**src/rtl/sdi_frame_rx_if.sv**
```systemverilog
// Word-side handshake of the serial frame receiver: received word, parity flag
// and the valid/ready pair between the receiver (master) and its consumer (slave).
interface sdi_frame_rx_if #(
  parameter int WIDTH = 8
);
  logic [WIDTH-1:0] Q;
  logic             VALID;
  logic             READY;
  logic             PERR;

  modport master (output Q, output VALID, output PERR, input READY);
  modport slave  (input Q, input VALID, input PERR, output READY);
endinterface

```
**src/rtl/sdi_frame_rx.sv**
```systemverilog
// Capture end of a one-bit-per-cycle serial link launched on the falling clock edge:
// deframes start/data/parity/stop and holds each good word in a one-entry valid/ready register.
module sdi_frame_rx #(
  parameter int WIDTH     = 8,
  parameter int PARITY_EN = 1
) (
  input  logic               CLK,
  input  logic               RN,
  input  logic               D,
  sdi_frame_rx_if.master     bus,
  output logic               FERR,
  output logic               OVF
);

  localparam int CW = (WIDTH > 1) ? $clog2(WIDTH) : 1;

  typedef enum logic [2:0] {
    S_IDLE = 3'd0,
    S_DATA = 3'd1,
    S_PAR  = 3'd2,
    S_STOP = 3'd3,
    S_BRK  = 3'd4
  } state_t;

  state_t           r_state;
  logic [CW-1:0]    r_cnt;
  logic [WIDTH-1:0] r_shift;
  logic             r_par;
  logic [WIDTH-1:0] r_q;
  logic             r_valid;
  logic             r_perr;
  logic             r_ferr;
  logic             r_ovf;

  state_t           w_state_nxt;
  logic [CW-1:0]    w_cnt_nxt;
  logic [WIDTH-1:0] w_shift_nxt;
  logic             w_par_nxt;
  logic             w_stop_good;
  logic             w_stop_bad;
  logic             w_perr;
  logic             w_load;
  logic             w_drop;
  logic             w_consume;

  // Deframer state, bit counter, shift register and received parity bit.
  always_ff @(posedge CLK) begin
    if (!RN) begin
      r_state <= S_IDLE;
      r_cnt   <= '0;
      r_shift <= '0;
      r_par   <= 1'b0;
    end else begin
      r_state <= w_state_nxt;
      r_cnt   <= w_cnt_nxt;
      r_shift <= w_shift_nxt;
      r_par   <= w_par_nxt;
    end
  end

  // Next-state logic; STOP flags a good or bad stop bit for the holding stage.
  always_comb begin
    w_state_nxt = r_state;
    w_cnt_nxt   = r_cnt;
    w_shift_nxt = r_shift;
    w_par_nxt   = r_par;
    w_stop_good = 1'b0;
    w_stop_bad  = 1'b0;
    case (r_state)
      S_IDLE: begin
        if (!D) begin
          w_state_nxt = S_DATA;
          w_cnt_nxt   = '0;
        end else begin
          w_state_nxt = S_IDLE;
        end
      end
      S_DATA: begin
        w_shift_nxt[r_cnt] = D;
        if (r_cnt == CW'(WIDTH - 1)) begin
          w_cnt_nxt   = '0;
          w_state_nxt = (PARITY_EN != 0) ? S_PAR : S_STOP;
        end else begin
          w_cnt_nxt = r_cnt + CW'(1);
        end
      end
      S_PAR: begin
        w_par_nxt   = D;
        w_state_nxt = S_STOP;
      end
      S_STOP: begin
        if (D) begin
          w_stop_good = 1'b1;
          w_state_nxt = S_IDLE;
        end else begin
          w_stop_bad  = 1'b1;
          w_state_nxt = S_BRK;
        end
      end
      // A line held low after a bad stop must return high before a new start counts.
      S_BRK: begin
        if (D) begin
          w_state_nxt = S_IDLE;
        end else begin
          w_state_nxt = S_BRK;
        end
      end
      default: begin
        w_state_nxt = S_IDLE;
      end
    endcase
  end

  assign w_perr    = (PARITY_EN != 0) ? ((^r_shift) ^ r_par) : 1'b0;
  assign w_load    = w_stop_good & (~r_valid | bus.READY);
  assign w_drop    = w_stop_good & r_valid & ~bus.READY;
  assign w_consume = r_valid & bus.READY;

  // Holding register, framing-error pulse and sticky overflow flag.
  always_ff @(posedge CLK) begin
    if (!RN) begin
      r_q     <= '0;
      r_valid <= 1'b0;
      r_perr  <= 1'b0;
      r_ferr  <= 1'b0;
      r_ovf   <= 1'b0;
    end else begin
      r_ferr <= w_stop_bad;
      if (w_load) begin
        r_q     <= r_shift;
        r_perr  <= w_perr;
        r_valid <= 1'b1;
      end else if (w_consume) begin
        r_valid <= 1'b0;
      end else begin
        r_valid <= r_valid;
      end
      if (w_drop) begin
        r_ovf <= 1'b1;
      end else begin
        r_ovf <= r_ovf;
      end
    end
  end

  assign bus.Q     = r_q;
  assign bus.VALID = r_valid;
  assign bus.PERR  = r_perr;
  assign FERR      = r_ferr;
  assign OVF       = r_ovf;

endmodule

```
**src/flat_wrapper.sv**
```systemverilog
// flat-port wrapper written by rule: the top's interface ports become plain ports
module sdi_frame_rx_flat 
#(
  parameter int WIDTH     = 8,
  parameter int PARITY_EN = 1
)
  (CLK, RN, D, FERR, OVF, bus_Q, bus_VALID, bus_PERR, bus_READY);
  sdi_frame_rx_if #(.WIDTH(WIDTH)) bus_i ();
  input  logic CLK;
  input  logic RN;
  input  logic D;
  output logic FERR;
  output logic OVF;
  output wire logic [$bits(bus_i.Q)-1:0] bus_Q;
  output wire logic [$bits(bus_i.VALID)-1:0] bus_VALID;
  output wire logic [$bits(bus_i.PERR)-1:0] bus_PERR;
  input wire logic [$bits(bus_i.READY)-1:0] bus_READY;
  assign bus_Q = bus_i.Q;
  assign bus_VALID = bus_i.VALID;
  assign bus_PERR = bus_i.PERR;
  assign bus_i.READY = bus_READY;
  sdi_frame_rx #(.WIDTH(WIDTH), .PARITY_EN(PARITY_EN)) u_core (.CLK(CLK), .RN(RN), .D(D), .bus(bus_i), .FERR(FERR), .OVF(OVF));
endmodule
```
**config.mk**
```make
export PLATFORM = sky130hd
export DESIGN_NAME = sdi_frame_rx_flat
export DESIGN_NICKNAME = d
export VERILOG_FILES = /design/src/rtl/sdi_frame_rx_if.sv /design/src/rtl/sdi_frame_rx.sv /design/src/flat_wrapper.sv
export SDC_FILE = /design/constraint.sdc
export NUM_CORES = 1
export LEC_CHECK = 0
export CORE_MARGIN = 3
export CORE_UTILIZATION = 30
export CTS_CLUSTER_SIZE = 14
export DETAILED_ROUTE_END_ITERATION = 10
export PLACE_DENSITY = 0.48
export RECOVER_POWER = 25
export REMOVE_ABC_BUFFERS = 1
export SLEW_MARGIN = 15
export SYNTH_ARGS = -nofsm -noshare
export SYNTH_HDL_FRONTEND = slang
export SYNTH_SLANG_ARGS = --single-unit
export TNS_END_PERCENT = 1
```
**constraint.sdc**
```tcl
create_clock -name CLK -period 4.17 [get_ports CLK]
set_clock_uncertainty 0.15 [all_clocks]
set_input_delay 0.417 -clock CLK [delete_from_list [all_inputs] [get_ports CLK]]
set_output_delay 0.417 -clock CLK [all_outputs]
set_load 0.01 [all_outputs]
```
After elaboration in Yosys (flattened, before gate mapping)
Cells that the tools add are included.
{"block": "word_totals", "ff_bits": 27, "latchBits": 0, "ram_bits": 0, "rom_bits": 0, "in_bits": 4, "output_inout_bits": 12, "word_cells": 50, "n_memories": 0}
{"block": "op_classes", "n_addsub": 1, "mul": 0, "div": 0, "order_cmp": 2, "eq_ne": 7, "shifts": 0, "mux": 15, "bitwise_logic": 8, "n_reduce_logical": 8}
{"op": "$mux W3", "count": 4}
{"op": "$pmux W3 S4", "count": 1}
{"op": "$bwmux W8", "count": 1}
{"op": "$reduce_xor A8 Y1", "count": 1}
{"op": "$mux W1", "count": 7}
{"op": "$eq A3 B2 Y1 const B", "count": 2}
{"op": "$eq A3 B3 Y1 const B", "count": 2}
{"op": "$pmux W3 S2", "count": 1}
{"op": "$and A1 B1 Y1", "count": 4}
{"op": "$lt A3 B4 Y1 const B", "count": 1}
{"op": "$reduce_and A2 Y1", "count": 2}
{"op": "$reduce_bool A2 Y1", "count": 2}
{"op": "$add A3 B1 Y3 const B", "count": 1}
{"op": "$demux W1 S3", "count": 1}
{"op": "$eq A3 B1 Y1 const B", "count": 1}
{"op": "$ge A3 B1 Y1 const B", "count": 1}
{"op": "$logic_not A3 Y1", "count": 1}
{"op": "$ne A2 B1 Y1 const B", "count": 1}
{"op": "$ne A2 B2 Y1 const B", "count": 1}
{"op": "$not A1 Y1", "count": 2}
{"op": "$reduce_or A2 Y1", "count": 1}
{"op": "$logic_and A1 B1 Y1", "count": 1}
{"op": "$or A1 B1 Y1", "count": 1}
{"op": "$xor A1 B1 Y1", "count": 1}

Depth between registers and ports, before layout
Gate-level depths: netlist (run 1).
{"block": "depth", "word_depth": 5, "depth_mapped": 6, "mapped_depth_nobuf": 5}

Worst setup path before layout (run 1)
Ideal clock, no wire load.
{"block": "synth_path", "path_kind": "register to register", "start": "reg u_core.r_state[1]", "end": "reg u_core.r_shift[3]", "setup_time_ns": 0.116, "t_arrival_ns": 1.131, "required_time_ns": 3.904, "path_slack_ns": 2.773, "path_stages_with_launch": 6, "path_buffers": 1, "period_less_slack_ns": 1.397, "path_cell_list": "dfxtp_1 -> buf_6 -> nor4b_4 -> nand3_2 -> mux2i_1 -> nor2b_1"}
{"block": "synth_between", "elab_chain_cells": 1}
{"element": "start: declaration", "line": "sdi_frame_rx.sv:25", "source": "state_t r_state;"}
{"element": "start signal: assignment", "line": "sdi_frame_rx.sv:54", "source": "r_state <= w_state_nxt;"}
{"element": "$eq A3 B1 Y1", "line": "sdi_frame_rx.sv:69", "source": "case (r_state)"}
{"element": "end signal: assignment", "line": "sdi_frame_rx.sv:56", "source": "r_shift <= w_shift_nxt;"}
{"element": "end: declaration", "line": "sdi_frame_rx.sv:27", "source": "logic [WIDTH-1:0] r_shift;"}
No other way between the ends.
A chain may end at the register's enable or synchronous reset.

Final worst setup path (run 1)
{"block": "layout_path", "start": "reg u_core.r_state[0]", "end": "reg u_core.r_shift[3]"}
Same word-level chain as after synthesis.

==> results of run 1 <==
[cell families (layout without fill, tap and decap cells)]
family                     after synthesis  in the layout  share of synthesized area, %
muxes                                   10             10                          7.77
AOI/OAI and AO/OA                       18             18                          9.52
DFF                                     27             27                          42.0
xor gates and xnor gates                 6              6                          5.15
and+or+nand+nor                         62             62                          29.2
adders and majority gates                2              2                          1.94
buffers and inverters                    8             19                          4.47
[through the flow]
step | hold WS [ns] | instances | instance area [sq um] | total power, W | utilization, %
6_report | 0.340 | 194 | 1470 | 0.000434 | 36.3
5_1_grt | 0.390 | 194 | 1470 | 0.000459 | 36.3
4_1_cts | 0.347 | 194 | 1490 | 0.000443 | 36.7
3_5_place_dp | 0.316 | 190 | 1440 | 0.000297 | 35.6
3_3_place_gp | 0.303 | 190 | 1440 | 0.000297 | 35.6
2_1_floorplan | 0.318 | 125 | 1230 | 0.000286 | -
[state kept, by name (all words and copies together) (netlist names)]
name,count
u_core.bus.Q,8
u_core.r_shift,8
u_core.r_cnt,3
u_core.r_state,3
u_core.FERR,1
u_core.OVF,1
u_core.bus.PERR,1
u_core.bus.VALID,1
u_core.r_par,1
[worst max path at each step]
stage	cells after the start	from	end	slack, ns
global placement	5	D	u_core.bus.Q[1]	1.87
CTS	4	u_core.r_state[0]	u_core.r_shift[7]	2.08
global route	4	u_core.r_state[0]	u_core.r_shift[3]	1.82
floorplan	4	u_core.r_state[0]	u_core.r_shift[7]	2.43
finish	4	u_core.r_state[0]	u_core.r_shift[3]	2.02
detailed placement	5	D	u_core.bus.PERR	1.82
[synthesized netlist by cell type (all sizes together)]
cell and count:
dfxtp 27, nand2 16, nor2b 16, mux2i 10, nand3 9, a21boi 8
nor2 8, buf 5, a21oi 3, clkbuf 3, nand2b 3, o21ai 3
xnor2 3, ha 2, nand4b 2, nor3 2, xor2 2, a22oi 1
a32oi 1, nand3b 1, nor3b 1, nor4b 1, nor4bb 1, o21a 1
o221ai 1, or2b 1, or3b 1, xnor3 1
[final cells by class]
| type | count | share of cell area [%] |
|---|---|---|
| tap | 50 | 4.25 |
| clock buffer | 4 | 3.06 |
| timing repair buffer | 15 | 10.2 |
| multi-input combinational | 98 | 45.8 |
| sequential | 27 | 36.7 |
[worst reg2reg max path, delay by kind of cell (launching register included)]
kind / cells / cell delay (ns)
AND/OR/NAND/NOR: 3 / 1.15
flip-flops: 1 / 0.55
multiplexers: 1 / 0.19
[per-layer routing]
layer	part of all wire, %	track usage, %	up-vias
li1	-	-	474
met1	51	12.5	439
met2	45	15.8	8
met3	2.6	2.10	4
met4	1.4	3.76	0
met5	0	0	-
[power by group]
part           internal, W  switching [W]
registers         0.000260     0.00000514
clock network    0.0000683      0.0000755
logic            0.0000114      0.0000130
total             0.000340      0.0000936
==> qor.csv, run 1 <==
stage,metric,value,unit
clocking,cts_setup_buffers,0,
worst_setup_path,path_cells,nor4b_1 -> nand3_2 -> mux2i_1 -> nor2b_1,
timing,fin_crit_sh,51.6,%
timing,period_minus_slack,2.15,ns
final_layout,final_cell_mix,"dfxtp_1 (27), nand2_1 (16), nor2b_1 (15)",
worst_setup_path,reg2regPathDepth,4,
final_layout,num-nets-final,151,
detailed_routing,vias_per_cell,4.77,
synth,ys_seq_area_share,42.0,%
timing,setup_slack,2.02,ns
final_layout,diodes,0,
worst_setup_path,slowest_stage,nor4b_1,
timing,setup_viol_count_final,0,
synth,syn_inst,133,
final_layout,area_growth,14.4,%
outcome,status,completed,
worst_setup_path,path_class,reg2reg,
timing,tightestPinTransition,1.09,ns
clocking,clkLatencyLatePin,0.26,ns
grt,first_global_vias,892,
timing,hold_violations,0,
worst_setup_path,r2r-start,u_core.r_state[0],
floorplanning,die_h,71.5,um
final_layout,fillers,411,
final_layout,multi_input_area,674,sq um
detailed_routing,routedWlPerCell,11.7,um
worst_setup_path,max_stage_delay,0.92,ns
floorplanning,start_util,31.7,%
floorplanning,fp.coreArea,4060,sq um
worst_setup_path,path_delay_family,simple AND/OR/NAND/NOR gates,
detailed_routing,routed_wl,2270,um
worst_hold_path,hold_class,reg2reg,
grt,overflow,0,
worst_setup_path,crit_fanout,11,
worst_setup_path,reg2reg_to,u_core.r_shift[3],
worst_hold_path,hold_depth,1,
synth,synth_seq_cells,27,
synth,yosys-top-cells-area,"dfxtp_1 (42%), mux2i_1 (7.8%), nor2b_1 (7.3%), a21boi_0 (4.7%), nand2_1 (4.7%)",
detailed_routing,drt_iter0_drc,26,
detailed_routing,ant_nets,0,
placement,pre_cts_slack,1.82,ns
synth,yosys.area.top_type_share,42.0,%
synth,yosysUniqueCellTypes,33,
grt,grt_start_max_net_pins,28,
clocking,cts_made_buffers,3,
clocking,cts_root_buf,clkbuf_8,
worst_setup_path,arrival,2.16,ns
detailed_routing,vias,925,
final_layout,drive_above_1_share,4.86,%
power,p_per_area,294,nW/um^2
worst_hold_path,hold_path_startpoint,u_core.OVF,
floorplanning,ioPinCount,16,
timing,timing_max_transition_violations_final,0,
clocking,cts.clk_slew.worst_paths,0.09,ns
final_layout,register_area,541,sq um
placement,place.gp.congestion,0.732,
timing,rsz0062_at_grt,false,
worst_setup_path,worst-path-buf-inv,0,
synth,synth_largest_area_cell,dfxtp_1,
power,irDropWorstVdd,0.110,mV
clocking,clockBufferDepth,2,
clocking,cts.repair.resized,0,
synth,syn_area_per_cell,9.68,sq um
detailed_routing,first_pass_iters,2,
grt,grt_antenna_before_repair,0,
clocking,hold_buffers,0,
grt,grt_pass1_wl,4030,um
run,drv_cap,0,
clocking,clock_sinks,27,
grt,grt_usage,9.71,%
worst_setup_path,critical_path_required,4.18,ns
placement,dpl.hpwl,1660,um
worst_setup_path,r2r_slack,2.02,ns
synth,netlist_area,1290,sq um
worst_setup_path,critPathLaunchType,flip-flop,
worst_setup_path,end_kind,flip-flop,
timing,finalSetupTns,0,ns
floorplanning,dieWidth,71.5,um
final_layout,final_common_cell,dfxtp_1,
power,leakagePower,0.517,nW
clocking,htree_levels,1,
synth,yosysWarnings,0,
floorplanning,die_area,5110,sq um
floorplanning,rows,23,
detailed_routing,drc,0,
clocking,cts_tree,built,
timing,max_freq,465,MHz
placement,io_buffers,15,
worst_hold_path,min_to,u_core.OVF,
timing,max-slew-margin-rel,26.4,%
No activity file was read; power rests on OpenSTA's default activity.
==> inputs of run 2 (changes only) <==
--- a/config.mk
+++ b/config.mk
@@ -9,7 +9,7 @@
 export CORE_UTILIZATION = 30
 export CTS_CLUSTER_SIZE = 14
 export DETAILED_ROUTE_END_ITERATION = 10
-export PLACE_DENSITY = 0.48
+export PLACE_DENSITY = 0.5
 export RECOVER_POWER = 25
 export REMOVE_ABC_BUFFERS = 1
 export SLEW_MARGIN = 15
==> constraint.sdc (replaced) <==
create_clock -name CLK -period 1.85 [get_ports CLK]
set_clock_uncertainty 0.15 [all_clocks]
set_input_delay 0.185 -clock CLK [delete_from_list [all_inputs] [get_ports CLK]]
set_output_delay 0.185 -clock CLK [all_outputs]
set_load 0.01 [all_outputs]
==> qor.csv, run 2 (synthesis gave the netlist of run 1 again) <==
stage,metric,value,unit,change
timing,max_freq,616,MHz,was 465 MHz
worst_setup_path,path_delay_family,simple AND/OR/NAND/NOR gates,,unchanged
timing,tightestPinTransition,0.581,ns,was 1.09 ns
clocking,cts_tree,built,,unchanged
power,swShare,23.3,%,was 21.6%
final_layout,diodes,0,,unchanged
worst_setup_path,crit_fanout,11,,unchanged
timing,hold_slack,0.334,ns,was 0.340 ns
run,drv_cap,0,,unchanged
detailed_routing,ant_nets,0,,unchanged
detailed_routing,wl_met1,1260,um,was 1160 um
power,seqPwrFrac,59.6,%,was 61.2%
worst_setup_path,end_kind,flip-flop,,unchanged
clocking,cts_root_buf,clkbuf_8,,unchanged
final_layout,final_common_cell,dfxtp_1,,unchanged
detailed_routing,highest-signal-layer,met3,,was met4
worst_setup_path,path_cells,nor4b_4 -> nand3_2 -> mux2i_1 -> nor2b_1,,was nor4b_1 -> nand3_2 -> mux2i_1 -> nor2b_1
power,internal-power,0.000769,W,was 0.000340 W
clocking,clkLatencyLatePin,0.27,ns,was 0.26 ns
timing,max-slew-margin-rel,61.1,%,was 26.4%
timing,timing_max_transition_violations_final,0,,unchanged
grt,grt_antenna_before_repair,0,,unchanged
detailed_routing,routed_wl,2420,um,was 2270 um
worst_setup_path,max_stage_delay,0.56,ns,was 0.92 ns
final_layout,final_cell_mix,"dfxtp_1 (27), nand2_1 (16), nor2b_1 (15)",,unchanged
timing,setup_slack,0.228,ns,was 2.02 ns
worst_setup_path,critPathLaunchType,flip-flop,,unchanged
placement,place.gp.congestion,0.767,,was 0.732
timing,hold_violations,0,,unchanged
final_layout,area_growth,19.5,%,was 14.4%
power,power,0.00100,W,was 0.000434 W
placement,place_inst,195,,was 190
clocking,htree_levels,1,,unchanged
detailed_routing,drc,0,,unchanged
grt,overflow,0,,unchanged
timing,setup_viol_count_final,0,,unchanged
worst_setup_path,critical_path_required,1.87,ns,was 4.18 ns
detailed_routing,wl_met3,29,um,was 58 um
timing,rsz0062_at_grt,false,,unchanged
worst_setup_path,slowest_stage,dfxtp_1,,was nor4b_1
timing,fin_crit_sh,87.7,%,was 51.6%
final_layout,drive_above_1_share,9.40,%,was 4.86%
worst_setup_path,arrival,1.64,ns,was 2.16 ns
clocking,clock_sinks,27,,unchanged
clocking,clockBufferDepth,2,,unchanged
grt,first_global_vias,894,,was 892
outcome,status,completed,,unchanged
floorplanning,start_util,31.7,%,unchanged
detailed_routing,first_pass_iters,4,,was 2
grt,grt_usage,10.6,%,was 9.71%
power,clkPwrFrac,34.0,%,was 33.2%
detailed_routing,vias,921,,was 925
timing,finalSetupTns,0,ns,unchanged
clocking,cts_setup_buffers,0,,unchanged
clocking,hold_buffers,0,,unchanged
clocking,cts.clk_slew.worst_paths,0.09,ns,about the same
floorplanning,fp.coreArea,4060,sq um,unchanged
floorplanning,rows,23,,unchanged
worst_hold_path,hold_class,reg2reg,,unchanged
final_layout,stdcell_count,199,,was 194
placement,io_buffers,15,,unchanged
detailed_routing,vias_per_cell,4.63,,was 4.77
grt,grt_pass1_wl,4260,um,was 4030 um
final_layout,num-nets-final,156,,was 151
clocking,cts.repair.resized,0,,unchanged
detailed_routing,route.met2.wl,1140,um,was 1020 um
detailed_routing,drt_iter0_drc,32,,was 26
power,p_per_area,652,nW/um^2,was 294 nW/um^2
placement,pre_cts_slack,0.152,ns,was 1.82 ns
power,share_comb_of_total_power,6.4,%,was 5.6%
floorplanning,die_area,5110,sq um,unchanged
worst_setup_path,worst-path-buf-inv,0,,unchanged
power,irDropWorstVdd,0.313,mV,was 0.110 mV
floorplanning,ioPinCount,16,,unchanged
detailed_routing,routedWlPerCell,12.2,um,was 11.7 um
worst_setup_path,path_class,reg2reg,,unchanged
timing,period_minus_slack,1.62,ns,was 2.15 ns
floorplanning,die_h,71.5,um,unchanged
clocking,cts_made_buffers,3,,unchanged
placement,dpl.hpwl,1760,um,was 1660 um
power,leakagePower,0.566,nW,was 0.517 nW
power,switching_power,0.000234,W,was 0.0000936 W
floorplanning,dieWidth,71.5,um,unchanged
grt,grt_start_max_net_pins,18,,was 28
[run 2: power by group through the flow]
stage,logic (W),clock network [W],registers (W)
final,0.0000642,0.000341,0.000599
after global routing,0.0000714,0.000378,0.000601
after CTS,0.0000656,0.000349,0.000598
after detailed placement,0.0000656,0,0.000612
after global placement,0.0000633,0,0.000612
after floorplan,0.0000358,0,0.000609
[run 2: path summary, 6_finish.rpt]
path / end / slack (ns) / depth (start not counted) / start
min: u_core.OVF / 0.33 / 1 / u_core.OVF
max reg2reg: u_core.r_shift[3] / 0.23 / 4 / u_core.r_state[0]
max: u_core.r_shift[3] / 0.23 / 4 / u_core.r_state[0]
min reg2reg: u_core.OVF / 0.33 / 1 / u_core.OVF
[run 2: routing by layer]
| layer | track usage [%] | vias up |
|---|---|---|
| li1 | - | 485 |
| met1 | 14.4 | 430 |
| met2 | 16.6 | 6 |
| met3 | 1.68 | 0 |
| met4 | 4.38 | 0 |
| met5 | 0 | - |
[run 2: layout make-up]
type	instances	area (sq um)
clock buffers	3	41.3
clock inverters	1	5.00
fillers	411	2520
multi-input cells	98	689
flip-flops and latches	27	541
well taps	50	62.6
repair buffers	20	200
[run 2: through the flow]
step,utilization [%],cell area [sq um]
after floorplan,-,1230
after global placement,36.8,1490
after detailed placement,36.8,1490
after CTS,37.9,1540
after global routing,37.9,1540
final,37.9,1540
==> inputs of run 3 (changes only) <==
==> constraint.sdc (replaced) <==
create_clock -name CLK -period 1.4 [get_ports CLK]
set_clock_uncertainty 0.15 [all_clocks]
set_input_delay 0.14 -clock CLK [delete_from_list [all_inputs] [get_ports CLK]]
set_output_delay 0.14 -clock CLK [all_outputs]
set_load 0.01 [all_outputs]
==> qor.csv, run 3 (synthesis gave the netlist of run 1 again) <==
stage,metric,value,unit,change
timing,setup_slack,-0.0228,ns,was 0.228 ns
grt,grt_usage,11.0,%,was 10.6%
worst_setup_path,critical_path_required,1.40,ns,was 1.87 ns
detailed_routing,routedWlPerCell,11.8,um,was 12.2 um
clocking,htree_levels,1,,unchanged
worst_setup_path,arrival,1.43,ns,was 1.64 ns
floorplanning,ioPinCount,16,,unchanged
power,leakagePower,0.692,nW,was 0.566 nW
detailed_routing,route.met2.wl,1140,um,about the same
timing,period_minus_slack,1.42,ns,was 1.62 ns
power,internal-power,0.00103,W,was 0.000769 W
timing,fin_crit_sh,102,%,was 87.7%
worst_hold_path,hold_depth,1,,unchanged
timing,rsz0062_at_grt,true,,was false
detailed_routing,ant_nets,0,,unchanged
worst_setup_path,critPathLaunchType,flip-flop,,unchanged
power,seqPwrFrac,58.6,%,was 59.6%
outcome,violations,setup timing,,
clocking,hold_buffers,0,,unchanged
timing,setup_viol_count_final,3,,was 0
placement,placed_area,1620,sq um,was 1490 sq um
detailed_routing,wl_met3,37,um,was 29 um
timing,timing_max_transition_violations_final,0,,unchanged
final_layout,stdcell_count,213,,was 199
worst_setup_path,crit_fanout,2,,was 11
power,clkPwrFrac,33.2,%,was 34.0%
grt,grt_start_max_net_pins,24,,was 18
detailed_routing,highest-signal-layer,met4,,was met3
timing,max_freq,703,MHz,was 616 MHz
grt,grt_pass1_wl,4380,um,was 4260 um
floorplanning,start_util,31.7,%,unchanged
worst_setup_path,slowest_stage,xnor3_1,,was dfxtp_1
outcome,status,finished with violations,,was completed
worst_setup_path,r2r_slack,-0.02,ns,was 0.23 ns
clocking,clock_sinks,27,,unchanged
grt,overflow,0,,unchanged
run,drv_cap,0,,unchanged
worst_setup_path,reg2reg_to,u_core.bus.PERR,,was u_core.r_shift[3]
final_layout,drive_above_1_share,20.9,%,was 9.40%
power,share_comb_of_total_power,8.3,%,was 6.4%
power,switching_power,0.000300,W,was 0.000234 W
worst_setup_path,worst-path-buf-inv,0,,unchanged
placement,io_buffers,15,,unchanged
floorplanning,dieWidth,71.5,um,unchanged
power,swShare,22.5,%,was 23.3%
placement,place.gp.congestion,0.712,,was 0.767
detailed_routing,routed_wl,2510,um,was 2420 um
clocking,cts_tree,built,,unchanged
floorplanning,fp.coreArea,4060,sq um,unchanged
final_layout,area_growth,29.3,%,was 19.5%
power,irDropWorstVdd,0.348,mV,was 0.313 mV
grt,first_global_vias,941,,was 894
detailed_routing,wl_met1,1270,um,was 1260 um
worst_hold_path,hold_path_startpoint,u_core.OVF,,unchanged
timing,hold_slack,0.321,ns,was 0.334 ns
detailed_routing,vias_per_cell,4.57,,was 4.63
worst_setup_path,max_stage_delay,0.43,ns,was 0.56 ns
grt,grt_antenna_before_repair,0,,unchanged
floorplanning,die_area,5110,sq um,unchanged
floorplanning,die_h,71.5,um,unchanged
final_layout,num-nets-final,170,,was 156
detailed_routing,drt_iter0_drc,25,,was 32
worst_hold_path,min_to,u_core.OVF,,unchanged
clocking,cts_made_buffers,3,,unchanged
worst_setup_path,r2r-start,u_core.r_shift[4],,was u_core.r_state[0]
final_layout,diodes,0,,unchanged
final_layout,final_cell_mix,"dfxtp_1 (24), nand2_1 (16), buf_4 (16)",,"was dfxtp_1 (27), nand2_1 (16), nor2b_1 (15)"
placement,dpl.hpwl,1830,um,was 1760 um
final_layout,final_common_cell,dfxtp_1,,unchanged
clocking,cts.clk_slew.worst_paths,0.09,ns,about the same
worst_setup_path,reg2regPathDepth,4,,unchanged
power,p_per_area,800,nW/um^2,was 652 nW/um^2
timing,hold_violations,0,,unchanged
detailed_routing,first_pass_iters,4,,unchanged
clocking,clkLatencyLatePin,0.27,ns,about the same
timing,max-slew-margin-rel,73.9,%,was 61.1%
worst_hold_path,hold_class,reg2reg,,unchanged
timing,tightestPinTransition,0.391,ns,was 0.581 ns
worst_setup_path,path_class,reg2reg,,unchanged
clocking,cts_root_buf,clkbuf_8,,unchanged
final_layout,fillers,409,,was 411
worst_setup_path,end_kind,flip-flop,,unchanged
detailed_routing,drc,0,,unchanged
final_layout,multi_input_area,706,sq um,was 689 sq um
final_layout,postLayoutCellArea,1670,sq um,was 1540 sq um
floorplanning,rows,23,,unchanged
worst_setup_path,path_delay_family,XOR/XNOR gates,,was simple AND/OR/NAND/NOR gates
placement,place_inst,209,,was 195
detailed_routing,vias,973,,was 921
final_layout,register_area,552,sq um,was 541 sq um
clocking,clockBufferDepth,2,,unchanged
worst_setup_path,path_cells,xor2_1 -> xnor3_1 -> nand4b_1 -> o221ai_1,,was nor4b_4 -> nand3_2 -> mux2i_1 -> nor2b_1
==> run 3: area by class of cell <==
type	count	share of cell area (%)
multi-input cells	98	42.4
flip-flops and latches	27	33.1
repair buffers	34	18.0
well taps	50	3.76
clock buffers	4	2.70
==> run 3: through the flow <==
step | setup WS (ns) | TNS [ns] | utilization, % | power [W]
after floorplan | -0.344 | -1.76 | - | 0.000852
after global placement | -0.217 | -2.72 | 40.0 | 0.000912
after detailed placement | -0.230 | -2.91 | 40.0 | 0.000915
after CTS | -0.0348 | -0.0802 | 41.1 | 0.00137
after global routing | -0.136 | -1.11 | 41.0 | 0.00140
final | -0.0228 | -0.0449 | 41.0 | 0.00133
==> run 3: repair_timing <==
action                     4_1_cts  5_1_grt
setup buffers                    0        0
setup endpoints to repair       33       22
gates resized for setup         20        5
cloned                           0        0
pin swaps                        1        0
==> run 3: worst max path at each step <==
stage / cells past startpoint / from / to / slack (ns)
4_1_cts: 4 / u_core.r_shift[3] / u_core.bus.PERR / -0.03
6_report: 4 / u_core.r_shift[4] / u_core.bus.PERR / -0.02
3_3_place_gp: 6 / D / u_core.bus.Q[2] / -0.22
5_1_grt: 6 / u_core.r_cnt[2] / u_core.r_shift[2] / -0.14
2_1_floorplan: 4 / u_core.r_state[0] / u_core.r_shift[7] / -0.34
3_5_place_dp: 6 / D / u_core.bus.Q[0] / -0.23
==> run 3: layer usage <==
layer	GRT usage, %	vias up
li1	-	511
met1	14.9	448
met2	16.5	9
met3	1.68	5
met4	6.26	0
met5	0	-
==> run 3: power by group through the flow <==
stage / sequential [W] / clock [W] / combinational (W)
finish: 0.000780 / 0.000442 / 0.000110
CTS: 0.000782 / 0.000473 / 0.000114
global placement: 0.000802 / 0 / 0.000109
detailed placement: 0.000802 / 0 / 0.000113
global route: 0.000782 / 0.000499 / 0.000124
floorplan: 0.000805 / 0 / 0.0000474
